`src/rtl/wave_gen_pkg.sv`:
```
// Shared types and sample-range helpers for the wave_gen oscillator.
// Imported by the waveform shaper and the top level.
package wave_gen_pkg;

  typedef enum logic [1:0] {
    WAVE_SAW  = 2'd0,
    WAVE_RSAW = 2'd1,
    WAVE_TRI  = 2'd2,
    WAVE_SQR  = 2'd3
  } wave_t;

  // Most-positive two's-complement value of a dw-bit sample.
  function automatic logic [63:0] sample_max(int dw);
    return (64'd1 << (dw - 1)) - 64'd1;
  endfunction

  // Most-negative two's-complement value of a dw-bit sample.
  function automatic logic [63:0] sample_min(int dw);
    return 64'd1 << (dw - 1);
  endfunction

endpackage

```
`src/rtl/wave_shaper.sv`:
```
// Combinational shaper: phase index + waveform + duty -> signed sample.
// Ports: idx_i, wave_i, duty_i in; sample_o out (two's complement).
module wave_shaper
  import wave_gen_pkg::*;
#(
  parameter int DATA_WIDTH = 16,
  parameter int ADDR_WIDTH = 8
) (
  input  logic [ADDR_WIDTH-1:0] idx_i,
  input  wave_t                 wave_i,
  input  logic [ADDR_WIDTH-1:0] duty_i,
  output logic [DATA_WIDTH-1:0] sample_o
);

  localparam int S = DATA_WIDTH - ADDR_WIDTH;

  localparam logic [DATA_WIDTH-1:0] SMAX =
    DATA_WIDTH'(sample_max(DATA_WIDTH));
  localparam logic [DATA_WIDTH-1:0] SMIN =
    DATA_WIDTH'(sample_min(DATA_WIDTH));

  logic [ADDR_WIDTH-2:0] tri_t;
  logic [DATA_WIDTH-1:0] u;

  always_comb begin
    // Fold the upper half back down so the triangle
    // rises over idx 0..127 and falls over 128..255.
    tri_t = idx_i[ADDR_WIDTH-1] ? ~idx_i[ADDR_WIDTH-2:0]
                                :  idx_i[ADDR_WIDTH-2:0];
    u = '0;
    unique case (wave_i)
      WAVE_SAW:  u = {idx_i, {S{1'b0}}};
      WAVE_RSAW: u = {~idx_i, {S{1'b0}}};
      WAVE_TRI:  u = {tri_t, {(S + 1){1'b0}}};
      WAVE_SQR:  u = '0;
    endcase
    // Offset-binary to two's complement: flip the MSB.
    if (wave_i == WAVE_SQR)
      sample_o = (idx_i < duty_i) ? SMAX : SMIN;
    else
      sample_o = {~u[DATA_WIDTH-1], u[DATA_WIDTH-2:0]};
  end

endmodule

```
`src/rtl/wave_gen.sv`:
```
// Phase-accumulator oscillator: saw, reverse saw, triangle, square.
// Ports: clk, reset, en, sync, freq_word, wave_sel, duty in; dout, dout_valid, wrap out.
module wave_gen
  import wave_gen_pkg::*;
#(
  parameter int DATA_WIDTH  = 16,
  parameter int PHASE_WIDTH = 24,
  parameter int ADDR_WIDTH  = 8
) (
  input  logic                   clk,
  input  logic                   reset,
  input  logic                   en,
  input  logic                   sync,
  input  logic [PHASE_WIDTH-1:0] freq_word,
  input  logic [1:0]             wave_sel,
  input  logic [ADDR_WIDTH-1:0]  duty,
  output logic [DATA_WIDTH-1:0]  dout,
  output logic                   dout_valid,
  output logic                   wrap
);

  localparam logic [ADDR_WIDTH-1:0] DUTY_RST =
    {1'b1, {(ADDR_WIDTH - 1){1'b0}}};

  logic [PHASE_WIDTH-1:0] phase_q, phase_d;
  wave_t                  wave_q, wave_d;
  logic [ADDR_WIDTH-1:0]  duty_q, duty_d;
  logic                   v1_q, v1_d;
  logic [DATA_WIDTH-1:0]  dout_q, dout_d;
  logic                   valid_q, valid_d;
  logic                   wrap_q, wrap_d;

  logic [PHASE_WIDTH-1:0] sum;
  logic                   carry;
  logic [ADDR_WIDTH-1:0]  idx;
  logic [DATA_WIDTH-1:0]  shaped;

  assign {carry, sum} = {1'b0, phase_q} + {1'b0, freq_word};
  assign idx = phase_q[PHASE_WIDTH-1 -: ADDR_WIDTH];

  wave_shaper #(
    .DATA_WIDTH (DATA_WIDTH),
    .ADDR_WIDTH (ADDR_WIDTH)
  ) u_shaper (
    .idx_i    (idx),
    .wave_i   (wave_q),
    .duty_i   (duty_q),
    .sample_o (shaped)
  );

  always_comb begin
    phase_d = phase_q;
    wave_d  = wave_q;
    duty_d  = duty_q;
    wrap_d  = 1'b0;
    // Mode only reloads at a sync or a carry-out so
    // a waveform switch never cuts a cycle short.
    if (sync) begin
      phase_d = '0;
      wave_d  = wave_t'(wave_sel);
      duty_d  = duty;
    end else if (en) begin
      phase_d = sum;
      wrap_d  = carry;
      if (carry) begin
        wave_d = wave_t'(wave_sel);
        duty_d = duty;
      end
    end
    v1_d    = en | sync;
    valid_d = v1_q;
    dout_d  = v1_q ? shaped : dout_q;
  end

  always_ff @(posedge clk) begin
    if (reset) begin
      phase_q <= '0;
      wave_q  <= WAVE_SAW;
      duty_q  <= DUTY_RST;
      v1_q    <= 1'b0;
      dout_q  <= '0;
      valid_q <= 1'b0;
      wrap_q  <= 1'b0;
    end else begin
      phase_q <= phase_d;
      wave_q  <= wave_d;
      duty_q  <= duty_d;
      v1_q    <= v1_d;
      dout_q  <= dout_d;
      valid_q <= valid_d;
      wrap_q  <= wrap_d;
    end
  end

  assign dout       = dout_q;
  assign dout_valid = valid_q;
  assign wrap       = wrap_q;

endmodule

```
`config.mk`:
```
export PLATFORM = sky130hd
export DESIGN_NAME = wave_gen
export DESIGN_NICKNAME = d
export VERILOG_FILES = /design/src/rtl/wave_gen_pkg.sv /design/src/rtl/wave_shaper.sv /design/src/rtl/wave_gen.sv
export SDC_FILE = /design/constraint.sdc
export NUM_CORES = 1
export LEC_CHECK = 0
export ABC_AREA = 1
export CAP_MARGIN = 20
export CORE_MARGIN = 2
export CORE_UTILIZATION = 59
export DETAILED_ROUTE_END_ITERATION = 12
export GPL_TIMING_DRIVEN = 0
export PLACE_DENSITY = 0.84
export SLEW_MARGIN = 20
export SYNTH_ARGS = -nofsm -noshare
export SYNTH_HDL_FRONTEND = slang
export SYNTH_HIERARCHICAL = 1
export SYNTH_SLANG_ARGS = --single-unit
```
`constraint.sdc`:
```
create_clock -name clk -period 4.3 [get_ports clk]
set_clock_uncertainty 0.2 [all_clocks]
set_input_delay 0.645 -clock clk [delete_from_list [all_inputs] [get_ports clk]]
set_output_delay 0.645 -clock clk [all_outputs]
set_load 0.02 [all_outputs]
```
==> impl_metrics.env, run 1 <==
export IMPL_postCtsSetupRepairBufs=0
export IMPL_mostFrequentLayoutCells="201 x nand2_1, 124 x inv_1, 113 x nor2_1"
export IMPL_layout_commonest_cell="nand2_1"
export IMPL_dpl_hpwl_um=8880
export IMPL_power_mw=1.32
export IMPL_cts_root_buffer="clkbuf_8"
export IMPL_status="finished clean"
export IMPL_io_buffers=54
export IMPL_seq_area_frac_synth_pct=24.3
export IMPL_endpoint_kind="flop"
export IMPL_synth_distinct_cells=40
export IMPL_drive_gt1_share_pct=8.35
export IMPL_critical_path_class="in -> reg"
export IMPL_clk_insertion_delay_late_ps=320
export IMPL_cts_buffers=5
export IMPL_final_nets=859
export IMPL_cts_clk_slew_worst_paths_ps=100
export IMPL_crit_chain="clkdlybuf4s50_1 > ha_1 > fa_1 > nand2_1 > nand2_1 > nand3_2 > nand2_2 > nand2_2 > nand3_2 > nand2_4 > nand2_8 > nor2_2 > nor2_1"
export IMPL_hold_viol=0
export IMPL_drv_slew=0
export IMPL_viasPerCell=5.10
export IMPL_start_util_pct=60.5
export IMPL_wl_per_cell_um=12.6
export IMPL_track_usage_pct=28.1
export IMPL_htree_levels=2
export IMPL_synth_nets=798
export IMPL_cts_hold_buf=0
export IMPL_relSlewSlack_pct=49.8
export IMPL_tightest_slew_ps=750
export IMPL_clk_path_buf_depth=2
export IMPL_rsz0062_at_grt="no"
export IMPL_io_pins=56
export IMPL_grt_max_degree=17
export IMPL_synth_area_um2=4370
export IMPL_synth_warnings=6
export IMPL_syn_inst=728
export IMPL_diodes=0
export IMPL_cp_start_kind="input pin"
export IMPL_tns_ps=0
export IMPL_grt_antenna_before_repair=0
export IMPL_gr_total_overflow=0
export IMPL_powerDensity_nw_per_um2=256
export IMPL_die_x_um=90.0
export IMPL_via_count=4535
export IMPL_rows=31
export IMPL_leakagePower_nw=2.82
export IMPL_synth_seq_cells=53
export IMPL_grt_pass1_vias=4162
export IMPL_drtIter0Drc=383
export IMPL_maxCapViolations=0
export IMPL_critPathMaxStageDelay_ps=430
export IMPL_gp_congestion=0.962
export IMPL_setup_ws_ps=1600
export IMPL_hold_path_class="reg -> reg"
export IMPL_setup_violations=0
export IMPL_postLayoutCoreUtil_pct=71.3
export IMPL_ctsResizeCount=0
export IMPL_grt_pass1_wl_um=18900
export IMPL_synth_edff_count=0
export IMPL_critPathBufInv=1
export IMPL_synth_ff_type="dfxtp_1"
export IMPL_fp_coreArea_um2=7210
export IMPL_dp_slack_ps=1290
export IMPL_async_reset_ff_share_pct=0
export IMPL_slowest_stage="clkdlybuf4s50_1"
export IMPL_crit_family="simple AND/OR/NAND/NOR gates"
export IMPL_drt_total_wl_um=11200
export IMPL_cts_sinks=53
export IMPL_drc=0
export IMPL_die_h_um=90.0
export IMPL_avgSynthCellArea_um2=6.00
export IMPL_ant_nets=0
export IMPL_min_period_over_period_pct=62.8
export IMPL_fmax_mhz=370
export IMPL_period_needed_ps=2700
export IMPL_syn2layout_area_growth_pct=17.8
export IMPL_drtPass1Iterations=5
export IMPL_cp_arrival_ps=2720
export IMPL_worstPathRequired_ps=4320
export IMPL_ir_drop_mv=0.157
export IMPL_die_area_um2=8110
export IMPL_cts_tree="done"
export IMPL_crit_path_max_fanout=9
layer usage:
metal	share of wire, %	GRT usage (%)	up-vias
met3	7.2	4.19	14
li1	-	-	2351
met5	0	0	-
met2	43	45.3	156
met1	48	39.3	2014
met4	1.5	7.56	0
area by class of cell:
cell class / instances / area [um^2]
buffer: 20 / 110
multi-input combinational: 523 / 2700
sequential: 53 / 1060
clock inverter: 2 / 38.8
clock buffer: 6 / 72.6
inverter: 132 / 497
timing repair buffer: 54 / 541
fill: 647 / 2070
tap: 99 / 124
per-stage QoR:
stage | hold WS [ps] | std cells | instance area [um^2]
final | 282 | 889 | 5140
after CTS | 285 | 889 | 5140
after global routing | 304 | 889 | 5140
after floorplan | 245 | 728 | 4370
after detailed placement | 269 | 881 | 5030
after global placement | 253 | 881 | 5030
state kept, by name, summed over array words and instances (netlist names):
name	count
duty_q	8
dout_valid	1
phase_q	24
wrap	1
dout	16
v1_q	1
wave_q	2
cells by family after synthesis:
kind of cell,count (synthesis),share of synthesized area [%]
buffers and inverters,152,13.9
AOI/OAI and AO/OA,64,8.54
xor gates and xnor gates,9,1.80
adders and majority gates,32,9.34
DFF,53,24.3
and+or+nand+nor,418,42.1
final timing paths:
check / start / end / slack [ps] / cells after the start
setup / recovery: freq_word[0] / duty_q[3] / 1600 / 13
hold / removal: phase_q[0] / phase_q[0] / 280 / 2
setup reg to reg: phase_q[18] / duty_q[3] / 2040 / 11
hold reg to reg: phase_q[0] / phase_q[0] / 280 / 2
tightest hold or removal path, stage by stage, from the launching register on:
cell,delay [ps]
dfxtp_1,330
nand2_1,60
a21oi_1,50
synthesized netlist by cell type (2+ instances only):
cell | number | area (um^2)
nand3_1 | 49 | 245
nand4_1 | 6 | 37.5
or2_0 | 3 | 18.8
nor2_4 | 4 | 45.0
o21ai_1 | 3 | 15.0
a21oi_2 | 2 | 17.5
nand2_2 | 15 | 93.8
xor2_1 | 5 | 43.8
dfxtp_1 | 53 | 1060
o21bai_1 | 3 | 22.5
ha_1 | 31 | 388
a21oi_1 | 17 | 85.1
o211ai_1 | 9 | 67.6
nor2_1 | 113 | 424
inv_2 | 5 | 18.8
buf_4 | 7 | 52.6
nand2_1 | 201 | 754
nor2_2 | 13 | 81.3
xnor2_1 | 4 | 35.0
clkbuf_1 | 10 | 37.5
nand3_2 | 2 | 20.0
or2_2 | 3 | 18.8
and2_1 | 3 | 18.8
o21ai_0 | 24 | 120
a21o_1 | 4 | 30.0
inv_1 | 124 | 465
clkinv_1 | 2 | 7.51
power breakdown:
part,internal (mW),leakage (nW),switching [mW]
Sequential,0.523,0.437,0.0262
Combinational,0.168,2.32,0.241
Clock,0.175,0.0554,0.184
No activity file was read; power rests on OpenSTA's default activity.
==> inputs of run 2 (changes only) <==
- CORE_UTILIZATION: 59 -> 51
- PLACE_DENSITY: 0.84 -> 0.77
- clock period: 4.3 -> 2.2 ns (I/O delays scaled with it)
==> run 2 against run 1 <==
Effect of this change: clock power increased by 75%; sequential cell count unchanged; routed wire length grew 6.6%; sequential power is 97% higher; first-iteration DRC count shrank 43%; sequential share of layout area fell by 1.2 points; die area increased by 15%.
==> impl_metrics.env, run 2 (synthesized netlist as in run 1, its figures left out) <==
export IMPL_drt_total_wl_um=11900
export IMPL_hold_viol=0
export IMPL_track_usage_pct=25.1
export IMPL_period_needed_ps=2110
export IMPL_ir_drop_mv=0.282
export IMPL_cts_buffers=5
export IMPL_hold_worst_slack_ps=193
export IMPL_die_area_um2=9320
export IMPL_die_x_um=96.5
export IMPL_grt_pass1_wl_um=18200
export IMPL_hold_path_class="in -> reg"
export IMPL_maxCapViolations=0
export IMPL_cp_start_kind="input pin"
export IMPL_relSlewSlack_pct=59.6
export IMPL_fillCellCount=748
export IMPL_via_count=4510
export IMPL_rsz0062_at_grt="yes"
export IMPL_critical_path_class="in -> reg"
export IMPL_internal_power_mw=1.64
export IMPL_grt_pass1_vias=3957
export IMPL_drc=0
export IMPL_drtPass1Iterations=5
export IMPL_pwr_share_clk_pct=24.3
export IMPL_final_cell_area_um2=5510
export IMPL_place_inst=887
export IMPL_crit_path_max_fanout=9
export IMPL_endpoint_kind="flop"
export IMPL_placed_area_um2=5040
export IMPL_cts_tree="done"
export IMPL_regArea_um2=1070
export IMPL_rows=33
export IMPL_multi_input_area_um2=3030
export IMPL_postLayoutCoreUtil_pct=66.8
export IMPL_leakagePower_nw=2.88
export IMPL_largest_register_ffs=24
export IMPL_power_mw=2.59
export IMPL_viasPerCell=5.02
export IMPL_tightest_slew_ps=606
export IMPL_htree_levels=2
export IMPL_clk_insertion_delay_late_ps=330
export IMPL_diodes=0
export IMPL_wl_per_cell_um=13.3
export IMPL_drive_gt1_share_pct=14.1
export IMPL_start_util_pct=52.9
export IMPL_drtIter0Drc=217
export IMPL_io_buffers=54
export IMPL_layout_commonest_cell="nand2_1"
export IMPL_clk_path_buf_depth=2
export IMPL_fp_coreArea_um2=8260
export IMPL_dpl_hpwl_um=8990
export IMPL_setup_ws_ps=90.5
export IMPL_comb_power_share_pct=33.9
export IMPL_tns_ps=0
export IMPL_switchingPower_mw=0.949
export IMPL_mostFrequentLayoutCells="196 x nand2_1, 124 x inv_1, 107 x nor2_1"
export IMPL_cts_root_buffer="clkbuf_8"
export IMPL_fmax_mhz=474
export IMPL_die_h_um=96.5
export IMPL_syn2layout_area_growth_pct=26.2
export IMPL_min_period_over_period_pct=95.9
export IMPL_dp_slack_ps=-462
export IMPL_fin_cells=898
export IMPL_largest_register="phase_q"
export IMPL_status="finished clean"
export IMPL_seqPwrFrac_pct=41.9
export IMPL_ant_nets=0
export IMPL_cts_sinks=53
export IMPL_io_pins=56
export IMPL_netSwitchingFraction_pct=36.7
export IMPL_gr_total_overflow=0
export IMPL_setup_violations=0
export IMPL_final_nets=862
export IMPL_grt_max_degree=19
export IMPL_cts_clk_slew_worst_paths_ps=110
export IMPL_worstPathRequired_ps=2270
export IMPL_powerDensity_nw_per_um2=469
export IMPL_cts_hold_buf=0
export IMPL_cp_arrival_ps=2180
export IMPL_drv_slew=0
export IMPL_gp_congestion=0.939
export IMPL_grt_antenna_before_repair=0
[run 2: changes by cell type in the layout (fill, tap and decap cells not counted), sizes merged]
| cell | previous run | this run |
|---|---|---|
| inv | 129 | 131 |
| clkbuf | 16 | 15 |
| clkinv | 4 | 3 |
| bufinv | 1 | 0 |
| nand4 | 7 | 8 |
| clkdlybuf4s50 | 54 | 51 |
| buf | 10 | 12 |
| clkinvlp | 0 | 1 |
| dlymetal6s2s | 0 | 3 |
[run 2: area by class of cell]
| cell class | count | area share (%) |
|---|---|---|
| Inverter | 132 | 9.01 |
| Clock inverter | 3 | 0.454 |
| Clock buffer | 5 | 1.25 |
| Buffer | 20 | 2.00 |
| Multi-Input combinational cell | 524 | 55.0 |
| Sequential cell | 53 | 19.5 |
| Tap cell | 105 | 2.38 |
| Timing Repair Buffer | 56 | 10.4 |
[run 2: power by group through the flow]
stage	Combinational [mW]	Sequential, mW	Clock, mW
floorplan	0.520	1.11	0
global placement	0.770	1.09	0
detailed placement	0.785	1.10	0
CTS	0.796	1.07	0.643
global route	0.978	1.09	0.675
finish	0.877	1.08	0.628
[run 2: metal layers]
layer / vias up / share of wire [%] / global-route usage (%)
met5: - / 0 / 0
met4: 0 / 1.3 / 7.04
met3: 15 / 4.2 / 2.48
met2: 109 / 46 / 40.5
met1: 2031 / 49 / 35.8
li1: 2355 / - / -
[run 2: timing repair]
item,in CTS,in global routing
gates cloned,0,1
pin swaps,4,10
endpoints found under the hold margin,0,0
setup endpoints to repair,12,25
setup buffers,0,2
gates resized for setup,8,53
[run 2: worst paths after layout]
check	cells past startpoint	slack, ps	startpoint	end
max	12	90	freq_word[12]	wave_q[1]
min	4	190	en	duty_q[7]
max reg2reg	12	120	phase_q[0]	phase_q[16]
min reg2reg	2	300	duty_q[7]	duty_q[7]
[run 2: worst max-delay path: stages]
cell             delay [ps]
clkdlybuf4s50_1         410
ha_1                    360
nand2_1                 160
nor2_2                  180
nand2_2                  70
nor2_2                  130
nand2_4                 100
nand3_4                 110
nand2_4                  70
nand2_8                 110
nor2_2                   40
nor2_1                  110
